## src/rtl/iic_pkg.sv

```systemverilog
// rtl/iic_pkg.sv - shared I2C constants and target state encoding
package iic_pkg;

    localparam int   BYTE_W = 8;
    localparam int   RW_BIT = 0;
    localparam logic ACK    = 1'b0;
    localparam logic NACK   = 1'b1;

    typedef enum logic [3:0] {
        ST_IDLE,
        ST_DEVADR,
        ST_ACK_DEV,
        ST_PTR,
        ST_ACK_PTR,
        ST_WDATA,
        ST_ACK_WR,
        ST_RDATA,
        ST_RACK,
        ST_WAIT
    } iic_state_e;

endpackage

```

## src/rtl/iic_bus_sync.sv

```systemverilog
// rtl/iic_bus_sync.sv - SCL/SDA synchronizer with edge and START/STOP pulse generation
module iic_bus_sync #(
    parameter int SYNC_STG = 2
) (
    input  logic clk,
    input  logic rst,
    input  logic scl_i,
    input  logic sda_i,
    output logic sda,
    output logic scl_rise,
    output logic scl_fall,
    output logic start,
    output logic stop
);

    logic [SYNC_STG-1:0] scl_sh;
    logic [SYNC_STG-1:0] sda_sh;
    logic                scl;
    logic                scl_d;
    logic                sda_d;

    // Chains reset to the idle-bus level so reset does not fabricate a START
    always_ff @(posedge clk) begin
        if (rst) begin
            scl_sh <= '1;
            sda_sh <= '1;
            scl_d  <= 1'b1;
            sda_d  <= 1'b1;
        end else begin
            scl_sh <= {scl_sh[SYNC_STG-2:0], scl_i};
            sda_sh <= {sda_sh[SYNC_STG-2:0], sda_i};
            scl_d  <= scl;
            sda_d  <= sda;
        end
    end

    assign scl      = scl_sh[SYNC_STG-1];
    assign sda      = sda_sh[SYNC_STG-1];
    assign scl_rise = scl & ~scl_d;
    assign scl_fall = ~scl & scl_d;
    assign start    = scl & scl_d & sda_d & ~sda;
    assign stop     = scl & scl_d & ~sda_d & sda;

endmodule

```

## src/rtl/iic_eeprom_slave.sv

```systemverilog
// rtl/iic_eeprom_slave.sv - I2C target emulating a 24Cxx EEPROM over a synchronous memory port
module iic_eeprom_slave
    import iic_pkg::*;
#(
    parameter logic [6:0] DEV_ADDR = 7'h63,
    parameter int         ADDR_W   = 8,
    parameter int         SYNC_STG = 2
) (
    input  logic              clk,
    input  logic              rst,
    input  logic              scl_i,
    input  logic              sda_i,
    output logic              sda_oe,
    output logic [ADDR_W-1:0] mem_addr,
    output logic [7:0]        mem_wdata,
    output logic              mem_we,
    output logic              mem_re,
    input  logic [7:0]        mem_rdata,
    output logic              busy
);

    logic sda, scl_rise, scl_fall, start, stop;

    iic_bus_sync #(.SYNC_STG(SYNC_STG)) u_sync (
        .clk      (clk),
        .rst      (rst),
        .scl_i    (scl_i),
        .sda_i    (sda_i),
        .sda      (sda),
        .scl_rise (scl_rise),
        .scl_fall (scl_fall),
        .start    (start),
        .stop     (stop)
    );

    iic_state_e        state, state_nxt;
    logic [3:0]        bit_cnt, bit_cnt_nxt;
    logic [7:0]        shreg, shreg_nxt;
    logic [ADDR_W-1:0] ptr, ptr_nxt;
    logic [7:0]        wdata_nxt;
    logic              rw, rw_nxt;
    logic              sda_oe_nxt, busy_nxt, we_nxt, re_nxt;
    logic              rd_pend;
    logic              shift_in, byte_done;

    assign shift_in  = scl_rise && (bit_cnt != 4'd8);
    assign byte_done = scl_fall && (bit_cnt == 4'd8);
    assign mem_addr  = ptr;

    always_comb begin
        state_nxt   = state;
        bit_cnt_nxt = bit_cnt;
        shreg_nxt   = shreg;
        ptr_nxt     = ptr;
        wdata_nxt   = mem_wdata;
        rw_nxt      = rw;
        sda_oe_nxt  = sda_oe;
        busy_nxt    = busy;
        we_nxt      = 1'b0;
        re_nxt      = 1'b0;

        // Read data lands one clk after the strobe; writes bump the pointer one clk after mem_we
        if (rd_pend) shreg_nxt = mem_rdata;
        if (mem_we)  ptr_nxt   = ptr + 1'b1;

        if (stop) begin
            state_nxt  = ST_IDLE;
            sda_oe_nxt = 1'b0;
            busy_nxt   = 1'b0;
        end else if (start) begin
            state_nxt   = ST_DEVADR;
            bit_cnt_nxt = 4'd0;
            sda_oe_nxt  = 1'b0;
            busy_nxt    = 1'b0;
        end else begin
            case (state)
                ST_DEVADR, ST_PTR, ST_WDATA: begin
                    if (shift_in) begin
                        shreg_nxt   = {shreg[BYTE_W-2:0], sda};
                        bit_cnt_nxt = bit_cnt + 1'b1;
                    end else if (byte_done) begin
                        bit_cnt_nxt = 4'd0;
                        sda_oe_nxt  = 1'b1;
                        if (state == ST_DEVADR) begin
                            if (shreg[7:1] == DEV_ADDR) begin
                                busy_nxt  = 1'b1;
                                rw_nxt    = shreg[RW_BIT];
                                re_nxt    = shreg[RW_BIT];
                                state_nxt = ST_ACK_DEV;
                            end else begin
                                sda_oe_nxt = 1'b0;
                                state_nxt  = ST_WAIT;
                            end
                        end else if (state == ST_PTR) begin
                            ptr_nxt   = ADDR_W'(shreg);
                            state_nxt = ST_ACK_PTR;
                        end else begin
                            wdata_nxt = shreg;
                            we_nxt    = 1'b1;
                            state_nxt = ST_ACK_WR;
                        end
                    end
                end
                ST_ACK_DEV: begin
                    if (scl_fall) begin
                        if (rw) begin
                            sda_oe_nxt  = ~shreg[7];
                            shreg_nxt   = {shreg[BYTE_W-2:0], 1'b0};
                            bit_cnt_nxt = 4'd1;
                            state_nxt   = ST_RDATA;
                        end else begin
                            sda_oe_nxt  = 1'b0;
                            bit_cnt_nxt = 4'd0;
                            state_nxt   = ST_PTR;
                        end
                    end
                end
                ST_ACK_PTR, ST_ACK_WR: begin
                    if (scl_fall) begin
                        sda_oe_nxt  = 1'b0;
                        bit_cnt_nxt = 4'd0;
                        state_nxt   = ST_WDATA;
                    end
                end
                ST_RDATA: begin
                    if (byte_done) begin
                        sda_oe_nxt = 1'b0;
                        ptr_nxt    = ptr + 1'b1;
                        state_nxt  = ST_RACK;
                    end else if (scl_fall) begin
                        sda_oe_nxt  = ~shreg[7];
                        shreg_nxt   = {shreg[BYTE_W-2:0], 1'b0};
                        bit_cnt_nxt = bit_cnt + 1'b1;
                    end
                end
                ST_RACK: begin
                    // A NACK leaves on the rise, so any fall seen here follows a master ACK
                    if (scl_rise) begin
                        if (sda == ACK) re_nxt    = 1'b1;
                        else            state_nxt = ST_WAIT;
                    end else if (scl_fall) begin
                        sda_oe_nxt  = ~shreg[7];
                        shreg_nxt   = {shreg[BYTE_W-2:0], 1'b0};
                        bit_cnt_nxt = 4'd1;
                        state_nxt   = ST_RDATA;
                    end
                end
                default: ;
            endcase
        end
    end

    always_ff @(posedge clk) begin
        if (rst) begin
            state     <= ST_IDLE;
            bit_cnt   <= 4'd0;
            shreg     <= '0;
            ptr       <= '0;
            mem_wdata <= '0;
            rw        <= 1'b0;
            sda_oe    <= 1'b0;
            busy      <= 1'b0;
            mem_we    <= 1'b0;
            mem_re    <= 1'b0;
            rd_pend   <= 1'b0;
        end else begin
            state     <= state_nxt;
            bit_cnt   <= bit_cnt_nxt;
            shreg     <= shreg_nxt;
            ptr       <= ptr_nxt;
            mem_wdata <= wdata_nxt;
            rw        <= rw_nxt;
            sda_oe    <= sda_oe_nxt;
            busy      <= busy_nxt;
            mem_we    <= we_nxt;
            mem_re    <= re_nxt;
            rd_pend   <= mem_re;
        end
    end

endmodule

```

## config.mk

```make
export PLATFORM = sky130hd
export DESIGN_NAME = iic_eeprom_slave
export DESIGN_NICKNAME = d
export VERILOG_FILES = /design/src/rtl/iic_pkg.sv /design/src/rtl/iic_bus_sync.sv /design/src/rtl/iic_eeprom_slave.sv
export SDC_FILE = /design/constraint.sdc
export NUM_CORES = 1
export LEC_CHECK = 0
export BUFFER_PORTS_ARGS = -buffer_cell sky130_fd_sc_hd__buf_2
export CAP_MARGIN = 20
export CORE_MARGIN = 4
export CORE_UTILIZATION = 63
export CTS_BUF_LIST = sky130_fd_sc_hd__clkbuf_16
export DETAILED_ROUTE_END_ITERATION = 8
export PLACE_DENSITY = 0.95
export SYNTH_ARGS = -nofsm -noshare
export SYNTH_HDL_FRONTEND = slang
export SYNTH_HIERARCHICAL = 1
export SYNTH_SLANG_ARGS = --single-unit
export TNS_END_PERCENT = 1
```

## constraint.sdc

```tcl
create_clock -name clk -period 4.6 [get_ports clk]
set_input_delay 0.69 -clock clk [delete_from_list [all_inputs] [get_ports clk]]
set_output_delay 0.69 -clock clk [all_outputs]
set_load 0.005 [all_outputs]
```

==> run summary, run 1 <==
Async SR Flop Fraction - 0
register area - 881 um^2
RSZ-0062 raised after global routing - false
# clock sinks - 44
f_max - 0.388 GHz
GP Congestion - 0.930
clk_skew - 0.00790 ns
postcts setup bufs - 0
fin nets - 347
Critical Path, Cell by Cell - nor2b_1 -> and4b_1 -> and3_1 -> nand3b_1 -> mux2i_1 -> nor2_1
final setup TNS - 0 ns
pin count of the biggest net entering global routing - 39
Post-Synthesis Cells - 312
Tightest Pin Transition - 1.02 ns
DRT Wirelength - 7060 um
Worst-Skew Late Latency - 0.29 ns
Post-synth EDFFs - 0
CP max-delay cell - nor2b_1
maximum vdd drop - 0.265 mV
post-DP HPWL - 4580 um
Yosys reg bits - 44
drt wl/cell - 18.4 um
CTS clk-pin slew, worst paths - 0.06 ns
initial core utilization - 0.658
DR vias/cell - 6.78
CP Max Fanout - 11
Num CTS Buffers - 5
H-Tree Depth - 2
number of antenna violations at the first check in global routing - 0
CP Capture Type - register
global route total overflow - 0
Final ANT Viol Nets - 0
CTS tree - built
final hold vios - 0
row count - 23
Mapped Nets - 327
Ant. Diodes - 0
total track usage - 0.272
CP top delay family - simple AND/OR/NAND/NOR gates
die area - 0.00534 mm^2
period utilisation layout - 0.560
Multi-input gate area - 0.00164 mm^2
Final setup violation count - 0
synth unique cells - 66
1st-iter DRT viols - 477
proportion of layout cells with a drive suffix above 1 - 0.189
synthesized area - 0.00267 mm^2
Port Buffers - 31
status - completed
vias in the first global route - 2,413
total number of yosys warnings - 6
worst hold path class - register to register
via count - 2,597
Cell Pwr Density - 443 mW/mm^2
Worst path max stage delay - 0.59 ns
clock root cell - clkbuf_16
Post-CTS Hold Fix Bufs - 0
Worst Path Required - 4.75 ns
Slew Limit Fails - 0
Critical Path Start Type - register
Primary FF master, synth - dfxtp_1
post-synthesis sequential area ratio - 0.330
Core Region - 0.00406 mm^2
commonest cells after routing, fill and taps aside - dfxtp_1 (44), nor2_1 (42), buf_2 (31)
fill cell count - 272
first-pass GRT wire length - 11,500 um
Slew headroom - 0.316
Clock Tree Buf Depth - 2
io pins - 32
mean area per synthesized cell - 8.55 um^2
Max-Cap Viols - 0
commonest non-fill, non-tap cell in the layout - dfxtp_1
Critical Setup Path Class - register to register
Die Y - 73.1 um
Period minus WS final - 2.58 ns
Tot Pwr - 1.31 mW
CP arrival - 2.73 ns
DRT Pass-1 Iters - 7
Layout area overhead - 10.7%
Pleak - 1.16 nW
DRC - 0
WP buf/inv - 0
die width - 73.1 um
CTS-repair resized insts - 0
## synth_stat cells (2+ instances only)
cell type  number  share of area
o32ai_1         3         0.0098
or2_2           2         0.0047
inv_1          12          0.017
nand2_2         2         0.0047
or2_1           7          0.016
nand3b_1        4          0.011
nand4b_1        2         0.0066
nor4_1          2         0.0047
a21boi_1        2         0.0056
a21oi_2         2         0.0066
a31oi_1         3         0.0070
a21oi_1        20          0.038
nand3_1         4         0.0075
nor2b_1         3         0.0070
ha_1            3          0.014
nand4_1         4         0.0094
and4b_1         3          0.011
nor2_1         42          0.059
nor3_1          4         0.0075
and3_1          3         0.0070
o21ai_0         7          0.013
o22ai_1         7          0.016
o21ai_1         2         0.0038
and2_1          2         0.0047
o21a_1          2         0.0056
or3_1           5          0.012
nand2b_1        4         0.0094
nand2_1        19          0.027
mux2_2          7          0.030
xor2_1          2         0.0066
buf_6           4          0.017
mux2i_1        24          0.090
dfxtp_1        44           0.33
o221ai_1        2         0.0066
xnor2_1         7          0.023
buf_2           5         0.0094
a211oi_1        6          0.017
clkbuf_1        8          0.011
## power breakdown
group | switching (mW) | internal, mW | total (mW)
clock | 0.160 | 0.258 | 0.418
sequential | 0.0810 | 0.397 | 0.478
combinational | 0.232 | 0.181 | 0.413
## worst register-to-register path: stages (launching register included)
cell	delay (ns)
dfxtp_1	0.35
nor2b_1	0.59
and4b_1	0.38
and3_1	0.28
nand3b_1	0.45
mux2i_1	0.35
nor2_1	0.06
## area by class of cell
cell class,instances,area share
Clock inverter,3,0.0157
Inverter,12,0.0152
Clock buffer,5,0.0424
Timing Repair Buffer,31,0.0525
Tap cell,50,0.0212
Sequential cell,44,0.298
Multi-Input combinational cell,238,0.555
## flip-flops by register name (all words and copies together), names as in the netlist, 2 cells and up
signal / cells
mem_addr: 8
mem_wdata: 8
shreg: 8
bit_cnt: 4
state: 4
u_sync/scl_sh: 2
u_sync/sda_sh: 2
## per-stage QoR
| step | utilization | hold WS, ns | area (um^2) | worst slack, ns | cells |
|---|---|---|---|---|---|
| 2_1_floorplan | - | 0.383 | 2670 | 2.76 | 312 |
| 3_3_place_gp | 0.686 | 0.394 | 2780 | 2.20 | 375 |
| 3_5_place_dp | 0.686 | 0.393 | 2780 | 2.10 | 375 |
| 4_1_cts | 0.728 | 0.407 | 2950 | 2.07 | 383 |
| 5_1_grt | 0.728 | 0.427 | 2950 | 1.92 | 383 |
| 6_report | 0.728 | 0.403 | 2950 | 2.02 | 383 |
## metal layers
metal,vias to the layer above,global-route usage,wire [um]
li1,1170,-,-
met1,1177,0.362,2790
met2,214,0.422,3270
met3,36,0.0579,732
met4,0,0.121,265
met5,-,0,0
## logic make-up (layout without fill, tap and decap cells)
family	after synthesis	after routing	synth area share
adder cells (fa/ha/maj)	3	3	0.0141
XOR/XNOR	9	9	0.0295
AO/OA/AOI/OAI	73	73	0.197
AND/OR/NAND/NOR	121	121	0.248
flip-flops	44	44	0.330
buffers and inverters	30	51	0.0558
multiplexers	32	32	0.125
## path summary, 6_finish.rpt
path	cells past startpoint	slack [ns]	from	to
setup / recovery	6	2.02	u_sync/scl_d	mem_wdata[3]
hold / removal	1	0.40	u_sync/scl_sh[0]	u_sync/scl_sh[1]
setup reg to reg	6	2.02	u_sync/scl_d	mem_wdata[3]
hold reg to reg	1	0.40	u_sync/scl_sh[0]	u_sync/scl_sh[1]
(Power assumes the default switching activity.)
==> run 2: changes to the inputs <==
--- a/config.mk
+++ b/config.mk
@@ -5,13 +5,14 @@
 export SDC_FILE = /design/constraint.sdc
 export NUM_CORES = 1
 export LEC_CHECK = 0
+export ABC_AREA = 1
 export BUFFER_PORTS_ARGS = -buffer_cell sky130_fd_sc_hd__buf_2
 export CAP_MARGIN = 20
 export CORE_MARGIN = 4
-export CORE_UTILIZATION = 63
+export CORE_UTILIZATION = 59
 export CTS_BUF_LIST = sky130_fd_sc_hd__clkbuf_16
 export DETAILED_ROUTE_END_ITERATION = 8
-export PLACE_DENSITY = 0.95
+export PLACE_DENSITY = 0.92
 export SYNTH_ARGS = -nofsm -noshare
 export SYNTH_HDL_FRONTEND = slang
 export SYNTH_HIERARCHICAL = 1
==> constraint.sdc (replaced) <==
create_clock -name clk -period 2.55 [get_ports clk]
set_input_delay 0.3825 -clock clk [delete_from_list [all_inputs] [get_ports clk]]
set_output_delay 0.3825 -clock clk [all_outputs]
set_load 0.005 [all_outputs]
==> run 2 against run 1 <==
Compared with the run above: combinational power up 100%; final cell count grew 40%; hold slack worse by 0.13 ns; critical path type unchanged; die area increased by 12%; largest cell class unchanged; worst setup slack worse by 1.6 ns; synthesized cell count grew 45%; non-clock buffer count is 3 higher; critical path depth rose by 5; via count is 21% higher.
==> run summary, run 2 <==
status - completed
DRC - 0
Pleak - 1.48 nW
Mapped Nets - 467
maximum vdd drop - 0.673 mV
register area - 881 um^2
total number of yosys warnings - 6
Die Y - 77.5 um
Worst Path Required - 2.74 ns
area share of the largest cell type after synthesis - 0.309
CTS tree - built
Num CTS Buffers - 5
Primary FF master, synth - dfxtp_1
DR vias/cell - 5.86
fin area - 0.00320 mm^2
non-filler instance count after layout - 537
global route total overflow - 0
vias in the first global route - 2,833
postcts setup bufs - 0
Post-Synthesis Cells - 452
clk_skew - 0.00332 ns
Slew headroom - 0.610
commonest non-fill, non-tap cell in the layout - nand2_1
GP Congestion - 0.952
synthesized area - 0.00285 mm^2
io pins - 32
Critical Setup Path Class - register to register
via count - 3,145
Tightest Pin Transition - 0.583 ns
RSZ-0062 raised after global routing - false
1st-iter DRT viols - 347
first-pass GRT wire length - 12,900 um
CP arrival - 2.28 ns
synth unique cells - 38
Finished Core Util - 0.682
DRT Wirelength - 7600 um
H-Tree Depth - 2
Critical Path Start Type - register
number of antenna violations at the first check in global routing - 0
die width - 77.5 um
Final ANT Viol Nets - 0
Async SR Flop Fraction - 0
total track usage - 0.263
total placed instance area - 0.00303 mm^2
Core Region - 0.00469 mm^2
CTS-repair resized insts - 0
Synth area leader - dfxtp_1
synth top area cells - dfxtp_1 (31%), nand2_1 (17%), nor2_1 (7.0%)
CTS clk-pin slew, worst paths - 0.07 ns
commonest cells after routing, fill and taps aside - nand2_1 (126), nor2_1 (53), inv_1 (45)
dpl cells - 529
pin count of the biggest net entering global routing - 23
pre-CTS setup slack - 0.528 ns
top cells by count, synth - nand2_1 (126), nor2_1 (53), inv_1 (45)
CP Max Fanout - 8
fin nets - 497
die area - 0.00600 mm^2
# clock sinks - 44
CP Capture Type - register
Port Buffers - 31
post-DP HPWL - 5730 um
Post-CTS Hold Fix Bufs - 0
drt wl/cell - 14.1 um
final hold vios - 0
Worst-Skew Late Latency - 0.29 ns
clock root cell - clkbuf_16
initial core utilization - 0.607
Final setup violation count - 0
Yosys reg bits - 44
setup slack after layout - 0.452 ns
DRT Pass-1 Iters - 6
Post-synth EDFFs - 0
f_max - 0.477 GHz
final setup TNS - 0 ns
Layout area overhead - 12.4%
Clock Tree Buf Depth - 2
Cell Pwr Density - 752 mW/mm^2
WHS - 0.277 ns
worst hold path class - input port to register
proportion of layout cells with a drive suffix above 1 - 0.147
Tot Pwr - 2.41 mW
Slew Limit Fails - 0
fill cell count - 393
period utilisation layout - 0.823
Multi-input gate area - 0.00171 mm^2
row count - 25
count leader, synth - nand2_1
post-synthesis sequential area ratio - 0.309
Max-Cap Viols - 0
mean area per synthesized cell - 6.30 um^2
Ant. Diodes - 0
Period minus WS final - 2.10 ns
==> run 2: cell types whose count changed after synthesis, moves of 7 or more <==
cell     before  now
a21oi_1      20   34
o22ai_1       7    0
mux2_2        7    0
mux2i_1      24    0
nand3_1       4   37
nor2_1       42   53
nand2_1      19  126
inv_1        12   45
o21ai_0       7   37
==> run 2: layout make-up <==
type	instances	area share
clock inverter	3	0.0145
clock buffer	5	0.0391
sequential	44	0.275
inverter	50	0.0602
multi-input combinational	347	0.535
tap	54	0.0211
timing repair buffer	34	0.0555
==> run 2: cells by family (layout without fill, tap and decap cells) <==
logic type	after synthesis	in the layout	share of synthesized area
AND/OR/NAND/NOR	250	250	0.396
AO/OA/AOI/OAI	89	89	0.176
buffers and inverters	61	92	0.0900
flip-flops	44	44	0.309
XOR/XNOR	5	5	0.0154
adder cells (fa/ha/maj)	3	3	0.0132
==> run 2: power by group <==
part           switching, mW  total, mW  internal [mW]
clock network          0.298      0.765          0.466
logic                  0.561      0.826          0.265
registers             0.0802      0.817          0.736
total                  0.940       2.41           1.47
==> run 2: path summary, 6_finish.rpt <==
kind                    start               end  slack [ns]  depth (start not counted)
max          u_sync/sda_sh[1]        bit_cnt[0]        0.45                         11
min                     sda_i  u_sync/sda_sh[0]        0.28                          2
max reg2reg  u_sync/sda_sh[1]        bit_cnt[0]        0.45                         11
min reg2reg  u_sync/scl_sh[0]  u_sync/scl_sh[1]        0.41                          1
==> run 2: routing by layer <==
metal  global-route usage  wire [um]
met4                0.110        234
met1                0.342       3240
met2                0.432       3570
met3               0.0429        551
met5                    0          0
==> run 2: critical path, stage by stage, from the launching register on <==
cell     delay, ns
dfxtp_1       0.35
inv_1         0.09
nand2_1       0.05
nor2_1        0.45
inv_1         0.26
nand2_1       0.15
nor2_1        0.05
nand2_1       0.08
nand2_1       0.11
nor2_2        0.21
and2_1        0.16
nor2_1        0.04
